### src/rtl/sdram_pkg.sv
// sdram_pkg: shared SDRAM state codes, command encodings and default timings
package sdram_pkg;
    localparam logic [2:0] S_POWERUP_WAIT = 3'd0;
    localparam logic [2:0] S_PRECHARGE    = 3'd1;
    localparam logic [2:0] S_WAIT_TRP     = 3'd2;
    localparam logic [2:0] S_REFRESH      = 3'd3;
    localparam logic [2:0] S_WAIT_TRFC    = 3'd4;
    localparam logic [2:0] S_LOAD_MODE    = 3'd5;
    localparam logic [2:0] S_WAIT_TMRD    = 3'd6;
    localparam logic [2:0] S_DONE         = 3'd7;
    // {cs_n, ras_n, cas_n, we_n}
    localparam logic [3:0] CMD_NOP       = 4'b1111;
    localparam logic [3:0] CMD_ACTIVE    = 4'b0011;
    localparam logic [3:0] CMD_WRITE     = 4'b0100;
    localparam logic [3:0] CMD_PRECHARGE = 4'b0010;
    localparam logic [3:0] CMD_REFRESH   = 4'b0001;
    localparam logic [3:0] CMD_LOAD_MODE = 4'b0000;
    localparam int          DEF_CLK_FREQ_MHZ = 133;
    localparam int          DEF_T_POWERUP_US = 200;
    localparam int          DEF_T_RP         = 3;
    localparam int          DEF_T_RFC        = 9;
    localparam int          DEF_T_MRD        = 2;
    localparam int          DEF_N_REFRESH    = 8;
    localparam logic [11:0] DEF_MODE_REG     = 12'h030;
endpackage

### src/rtl/sdram_init_ctrl_if.sv
// sdram_init_ctrl_if: SDRAM command pins plus init_done, controller drives as master
interface sdram_init_ctrl_if;
    logic        cs_n;
    logic        ras_n;
    logic        cas_n;
    logic        we_n;
    logic [11:0] addr;
    logic [1:0]  ba;
    logic        cke;
    logic        init_done;
    modport master (output cs_n, ras_n, cas_n, we_n, addr, ba, cke, init_done);
    modport slave  (input  cs_n, ras_n, cas_n, we_n, addr, ba, cke, init_done);
endinterface

### src/rtl/sdram_init_ctrl.sv
// sdram_init_ctrl: SDRAM power-up/precharge/refresh/mode-load sequencer; SDRAM_INIT_SIM_FAST_EN shortens power-up to 100 cycles
module sdram_init_ctrl
    import sdram_pkg::*;
#(
    parameter int          CLK_FREQ_MHZ = DEF_CLK_FREQ_MHZ,
    parameter int          T_POWERUP_US = DEF_T_POWERUP_US,
    parameter int          T_RP         = DEF_T_RP,
    parameter int          T_RFC        = DEF_T_RFC,
    parameter int          T_MRD        = DEF_T_MRD,
    parameter int          N_REFRESH    = DEF_N_REFRESH,
    parameter logic [11:0] MODE_REG     = DEF_MODE_REG
) (
    input  logic               clk,
    input  logic               rst,
    sdram_init_ctrl_if.master  o_bus
);
`ifdef SDRAM_INIT_SIM_FAST_EN
    localparam int P = 100;
`else
    localparam int P = CLK_FREQ_MHZ * T_POWERUP_US;
`endif
    localparam int CW = $clog2(P + 1);
    localparam int RW = $clog2(N_REFRESH + 1);
    // Wait states run with the counter at 0..T-2; T=1 skips the wait state entirely.
    localparam logic [CW-1:0] P_END   = CW'(P);
    localparam logic [CW-1:0] RP_END  = CW'(T_RP  > 1 ? T_RP  - 2 : 0);
    localparam logic [CW-1:0] RFC_END = CW'(T_RFC > 1 ? T_RFC - 2 : 0);
    localparam logic [CW-1:0] MRD_END = CW'(T_MRD > 1 ? T_MRD - 2 : 0);

    logic [2:0]    r_state;
    logic [2:0]    w_next;
    logic [CW-1:0] r_cnt;
    logic [RW-1:0] r_ref;
    logic          r_cke;
    logic [3:0]    w_cmd;

    // Next-state selection; r_ref counts refreshes already issued before this cycle
    always_comb begin
        w_next = r_state;
        case (r_state)
            S_POWERUP_WAIT: w_next = (r_cnt == P_END) ? S_PRECHARGE : S_POWERUP_WAIT;
            S_PRECHARGE:    w_next = (T_RP > 1) ? S_WAIT_TRP : S_REFRESH;
            S_WAIT_TRP:     w_next = (r_cnt == RP_END) ? S_REFRESH : S_WAIT_TRP;
            S_REFRESH:      w_next = (T_RFC > 1) ? S_WAIT_TRFC :
                                     (r_ref == RW'(N_REFRESH - 1)) ? S_LOAD_MODE : S_REFRESH;
            S_WAIT_TRFC:    w_next = (r_cnt != RFC_END) ? S_WAIT_TRFC :
                                     (r_ref == RW'(N_REFRESH)) ? S_LOAD_MODE : S_REFRESH;
            S_LOAD_MODE:    w_next = (T_MRD > 1) ? S_WAIT_TMRD : S_DONE;
            S_WAIT_TMRD:    w_next = (r_cnt == MRD_END) ? S_DONE : S_WAIT_TMRD;
            default:        w_next = S_DONE;
        endcase
    end

    // State, shared wait counter (restarts on every state change, parks in DONE) and refresh tally
    always_ff @(posedge clk or posedge rst) begin
        if (rst) begin
            r_state <= S_POWERUP_WAIT;
            r_cnt   <= '0;
            r_ref   <= '0;
            r_cke   <= 1'b0;
        end else begin
            r_state <= w_next;
            r_cke   <= 1'b1;
            if (w_next != r_state)
                r_cnt <= '0;
            else if (r_state != S_DONE)
                r_cnt <= r_cnt + 1'b1;
            if (r_state == S_REFRESH)
                r_ref <= r_ref + 1'b1;
        end
    end

    assign w_cmd = (r_state == S_PRECHARGE) ? CMD_PRECHARGE :
                   (r_state == S_REFRESH)   ? CMD_REFRESH   :
                   (r_state == S_LOAD_MODE) ? CMD_LOAD_MODE : CMD_NOP;
    assign {o_bus.cs_n, o_bus.ras_n, o_bus.cas_n, o_bus.we_n} = w_cmd;
    assign o_bus.addr      = (r_state == S_PRECHARGE) ? 12'h400 :
                             (r_state == S_LOAD_MODE) ? MODE_REG : 12'h000;
    assign o_bus.ba        = 2'b00;
    assign o_bus.cke       = r_cke;
    assign o_bus.init_done = (r_state == S_DONE);
endmodule

### src/flat_wrapper.sv
// flat-port wrapper written by rule: the top's interface ports become plain ports
module sdram_init_ctrl_flat import sdram_pkg::*;
#(
    parameter int          CLK_FREQ_MHZ = DEF_CLK_FREQ_MHZ,
    parameter int          T_POWERUP_US = DEF_T_POWERUP_US,
    parameter int          T_RP         = DEF_T_RP,
    parameter int          T_RFC        = DEF_T_RFC,
    parameter int          T_MRD        = DEF_T_MRD,
    parameter int          N_REFRESH    = DEF_N_REFRESH,
    parameter logic [11:0] MODE_REG     = DEF_MODE_REG
)
  (clk, rst, o_bus_cs_n, o_bus_ras_n, o_bus_cas_n, o_bus_we_n, o_bus_addr, o_bus_ba, o_bus_cke, o_bus_init_done);
  sdram_init_ctrl_if o_bus_i ();
  input  logic clk;
  input  logic rst;
  output wire logic [$bits(o_bus_i.cs_n)-1:0] o_bus_cs_n;
  output wire logic [$bits(o_bus_i.ras_n)-1:0] o_bus_ras_n;
  output wire logic [$bits(o_bus_i.cas_n)-1:0] o_bus_cas_n;
  output wire logic [$bits(o_bus_i.we_n)-1:0] o_bus_we_n;
  output wire logic [$bits(o_bus_i.addr)-1:0] o_bus_addr;
  output wire logic [$bits(o_bus_i.ba)-1:0] o_bus_ba;
  output wire logic [$bits(o_bus_i.cke)-1:0] o_bus_cke;
  output wire logic [$bits(o_bus_i.init_done)-1:0] o_bus_init_done;
  assign o_bus_cs_n = o_bus_i.cs_n;
  assign o_bus_ras_n = o_bus_i.ras_n;
  assign o_bus_cas_n = o_bus_i.cas_n;
  assign o_bus_we_n = o_bus_i.we_n;
  assign o_bus_addr = o_bus_i.addr;
  assign o_bus_ba = o_bus_i.ba;
  assign o_bus_cke = o_bus_i.cke;
  assign o_bus_init_done = o_bus_i.init_done;
  sdram_init_ctrl #(.CLK_FREQ_MHZ(CLK_FREQ_MHZ), .T_POWERUP_US(T_POWERUP_US), .T_RP(T_RP), .T_RFC(T_RFC), .T_MRD(T_MRD), .N_REFRESH(N_REFRESH), .MODE_REG(MODE_REG)) u_core (.clk(clk), .rst(rst), .o_bus(o_bus_i));
endmodule
### config.mk
export PLATFORM = sky130hd
export DESIGN_NAME = sdram_init_ctrl_flat
export DESIGN_NICKNAME = d
export VERILOG_FILES = /design/src/rtl/sdram_pkg.sv /design/src/rtl/sdram_init_ctrl_if.sv /design/src/rtl/sdram_init_ctrl.sv /design/src/flat_wrapper.sv
export SDC_FILE = /design/constraint.sdc
export NUM_CORES = 1
export LEC_CHECK = 0
export BUFFER_PORTS_ARGS = -buffer_cell sky130_fd_sc_hd__clkbuf_2
export CORE_MARGIN = 4
export CORE_UTILIZATION = 60
export DETAILED_ROUTE_END_ITERATION = 16
export PLACE_DENSITY_LB_ADDON = 0.12
export SKIP_LAST_GASP = 1
export SLEW_MARGIN = 15
export SYNTH_ARGS = -nofsm -noshare
export SYNTH_HDL_FRONTEND = slang
export SYNTH_SLANG_ARGS = --single-unit
export TNS_END_PERCENT = 50
### constraint.sdc
create_clock -name clk -period 5.5 [get_ports clk]
set_input_delay 1.1 -clock clk [delete_from_list [all_inputs] [get_ports clk]]
set_output_delay 1.1 -clock clk [all_outputs]
set_load 0.01 [all_outputs]
==> qor.csv <==
stage,metric,value,unit
power_and_ir_drop,p_leak,0.6511,nW
synth,synthArstFlopShare,100.0,%
sta,finalCritPeriodShare,47.32,%
sta,drv_slew,0,
run_status,status,finished clean,
cts,root_buffer,clkbuf_4,
synth,ys_warn_count,0,
route,top_layer,met4,
min_path,hold_class,flip-flop to flip-flop,
floorplanning,die_area,0.003260,mm2
sta,relSlewSlack,42.59,%
cts,cts_resized,0,
setup_path,cpMaxStageDelayCell,dfrtp_1,
placed_design,dp.cells,183,
synth,synth.mux.area_fraction,0,%
setup_path,start_kind,flip-flop,
route,dr_wl_met3,121,um
cts,cts-buffers-inserted,3,
sta,setup_viol,0,
floorplanning,core,0.002255,mm2
cells_and_area,final_layout_size_suffix_gt1_share,16.98,%
synth,yosysTopAreaCell,dfrtp_1,
floorplanning,core.rowCount,17,
floorplanning,die_x,57.10,um
route,routed_wl,2407,um
cts,post_cts_buffers,0,
placed_design,place.gp.congestion,0.7932,
cells_and_area,areaGrowthSynthToFinish,0.0002074,%
grt,grt_max_degree,24,
sta,timing_hold_violations_final,0,
synth,synth_xor_area_share,7.872,%
synth,synth.top_cell.area_share,39.79,%
cts,cts_hold_buffers,0,
route,dr.first_iter.drc_count,23,
setup_path,cp.required,4400,ps
grt,grt_antenna_before_repair,0,
synth,syn_inst,152,
placed_design,dp_hpwl,1796,um
setup_path,crit_chain,"nand3_1, inv_2, clkbuf_2",
min_path,min_from,u_core.r_ref[3],
synth,ys_top_cells_by_count,"dfrtp_1, nor2_1, nand2_1",
grt,grt.total_usage,16.12,%
setup_path,critPathBufInv,2,
cells_and_area,stdcell_count,187,
setup_path,cp_slowest_stage_delay,600,ps
power_and_ir_drop,peakVddDrop,129.6,uV
synth,seq_area_frac_synth,39.79,%
placed_design,port_buffers,10,
cells_and_area,final_nets,166,
cts,clock_latency,300,ps
route,vias_per_cell,5.396,
cts,path_clk_slew,130,ps
floorplanning,start_util,64.15,%
power_and_ir_drop,power,254.5,uW
synth,yosys.area_share.simple,25.87,%
synth,synth_top_family_by_area,simple AND/OR/NAND/NOR gates,
synth,synth.most_common_cell,dfrtp_1,
setup_path,reg2reg_from,u_core.r_cnt[9],
cts,htreeDepth,1,
grt,grt_pass1_wl,4264,um
route,drtPass1Iterations,4,
setup_path,path_class,flip-flop to output port,
sta,fmax,384.2,MHz
synth,synth_seq_cells,23,
power_and_ir_drop,p_per_area,176.0,mW/mm2
route,vias,1009,
job,cap_violations,0,
synth,ys.flop_type,dfrtp_1,
setup_path,cp_max_fo,12,
sta,worst_slew_pin_slew,860.2,ps
setup_path,cp_top_family,flip-flops,
sta,rsz0062_at_grt,false,
sta,finalClockSkew,1.364,ps
grt,grt_pass1_vias,987,
floorplanning,io_pins,22,
setup_path,end_kind,output port,
route,wl_met1,1098,um
synth,synth_compound_area_share,9.516,%
cts,clk_path_buf_depth,2,
cts,cts.sinks,23,
synth,synth-edff-count,0,
floorplanning,fp.dieH,57.10,um
route,avgRoutedWirePerCell,12.87,um
setup_path,cp_data_arrival_time,1500,ps
synth,synth.avg_cell_area,9.516,um2
cts,cts_tree,done,
grt,grt_overflow_total,0,
synth,synth.cell_area,0.001446,mm2
sta,finalCriticalPeriod,2603,ps
route,ant_nets,0,
synth,synth_cell_types,39,
cells_and_area,n_antenna_cell,0,
route,dr_wl_met2,1162,um
sta,tns,0,ps
synth,synthTopCellsByArea,"dfrtp_1, buf_4, nor2_1",
route,drc,0,
synth,yosys.area_share.adder,3.460,%
setup_path,setup.worst_path.start,u_core.r_state[0],
[area by class of cell]
cell class	count	area (um2)
tap	28	35.03
multi-input combinational	112	720.7
clock inverter	1	5.005
timing repair buffer	10	50.05
sequential	23	575.6
clock buffer	3	22.52
inverter	10	37.54
fill	214	808.3
[routing by layer]
metal / vias up / GRT usage, %
met5: - / 0
met4: 0 / 5.298
met3: 2 / 2.036
met2: 23 / 26.92
met1: 477 / 21.65
li1: 507 / -
[worst reg2reg max path: cells and delay by family, from the launching register on]
family           cells  cell delay [ps]
AND/OR/NAND/NOR      3             1060
AO/OA/AOI/OAI        2              500
flip-flops           1              440
[state kept, by name, summed over array words and instances, names as in the netlist]
name	flops
u_core.r_ref	4
u_core.r_cnt	15
u_core.o_bus.cke	1
u_core.r_state	3
[kinds of logic (layout without fill, tap and decap cells)]
family          Yosys count  after routing
compound gates           18             18
flops                    23             23
simple gates             65             65
xor+xnor                 13             13
buf+inv                  27             24
fa+ha+maj                 4              4
other cells               2             12
[placed cells by master (no fill, tap or decap)]
cell       count
nand2_1       16
xor2_1         7
nor4b_1        2
nor4_4         1
ha_1           4
a21oi_1        5
nand4bb_2      1
and4_1         2
or3_2          1
inv_1          9
or2_2          1
nand3_1        9
clkinv_2       1
nor3_1         1
a32o_1         1
nor4_1         1
nand3b_1       2
inv_2          1
xnor2_1        6
clkbuf_4       3
nor4_2         1
a21oi_4        1
and3_2         1
o211ai_1       1
clkbuf_2      10
a31oi_4        1
o2111ai_1      1
conb_1        12
nor2_1        17
a2bb2oi_1      1
nand2b_1       1
or3_1          1
nand4_1        4
or4_4          2
o22ai_1        1
dfrtp_1       23
o21ai_0        5
o21ai_2        1
nor3b_2        1
[metrics by stage]
| stage | hold slack, ps | utilization (%) | setup WS, ps | area, um2 |
|---|---|---|---|---|
| 2_1_floorplan | 445.3 | - | 3312 | 1484 |
| 3_3_place_gp | 467.4 | 62.93 | 3301 | 1419 |
| 3_5_place_dp | 478.9 | 62.93 | 3248 | 1419 |
| 4_1_cts | 496.6 | 64.15 | 2885 | 1446 |
| 5_1_grt | 523.8 | 64.15 | 2756 | 1446 |
| 6_report | 492.5 | 64.15 | 2897 | 1446 |
[power breakdown]
part | total [mW] | leakage, nW | internal [mW] | switching (mW)
clock network | 0.0774 | 0.0177 | 0.0271 | 0.0503
logic | 0.00764 | 0.329 | 0.000536 | 0.00710
registers | 0.170 | 0.305 | 0.169 | 0.0000723
total | 0.255 | 0.651 | 0.197 | 0.0575
[final timing paths]
path                                         to  slack (ps)  cells past startpoint
worst max-delay path            o_bus_init_done        2900                      3
worst min-delay path            u_core.r_ref[3]         490                      1
worst max register to register  u_core.r_cnt[5]        3400                      5
worst min register to register  u_core.r_ref[3]         490                      1
max in group asynchronous       u_core.r_cnt[6]        4040                      2
min in group asynchronous       u_core.r_cnt[9]         940                      2
No activity file was read; power rests on OpenSTA's default activity.
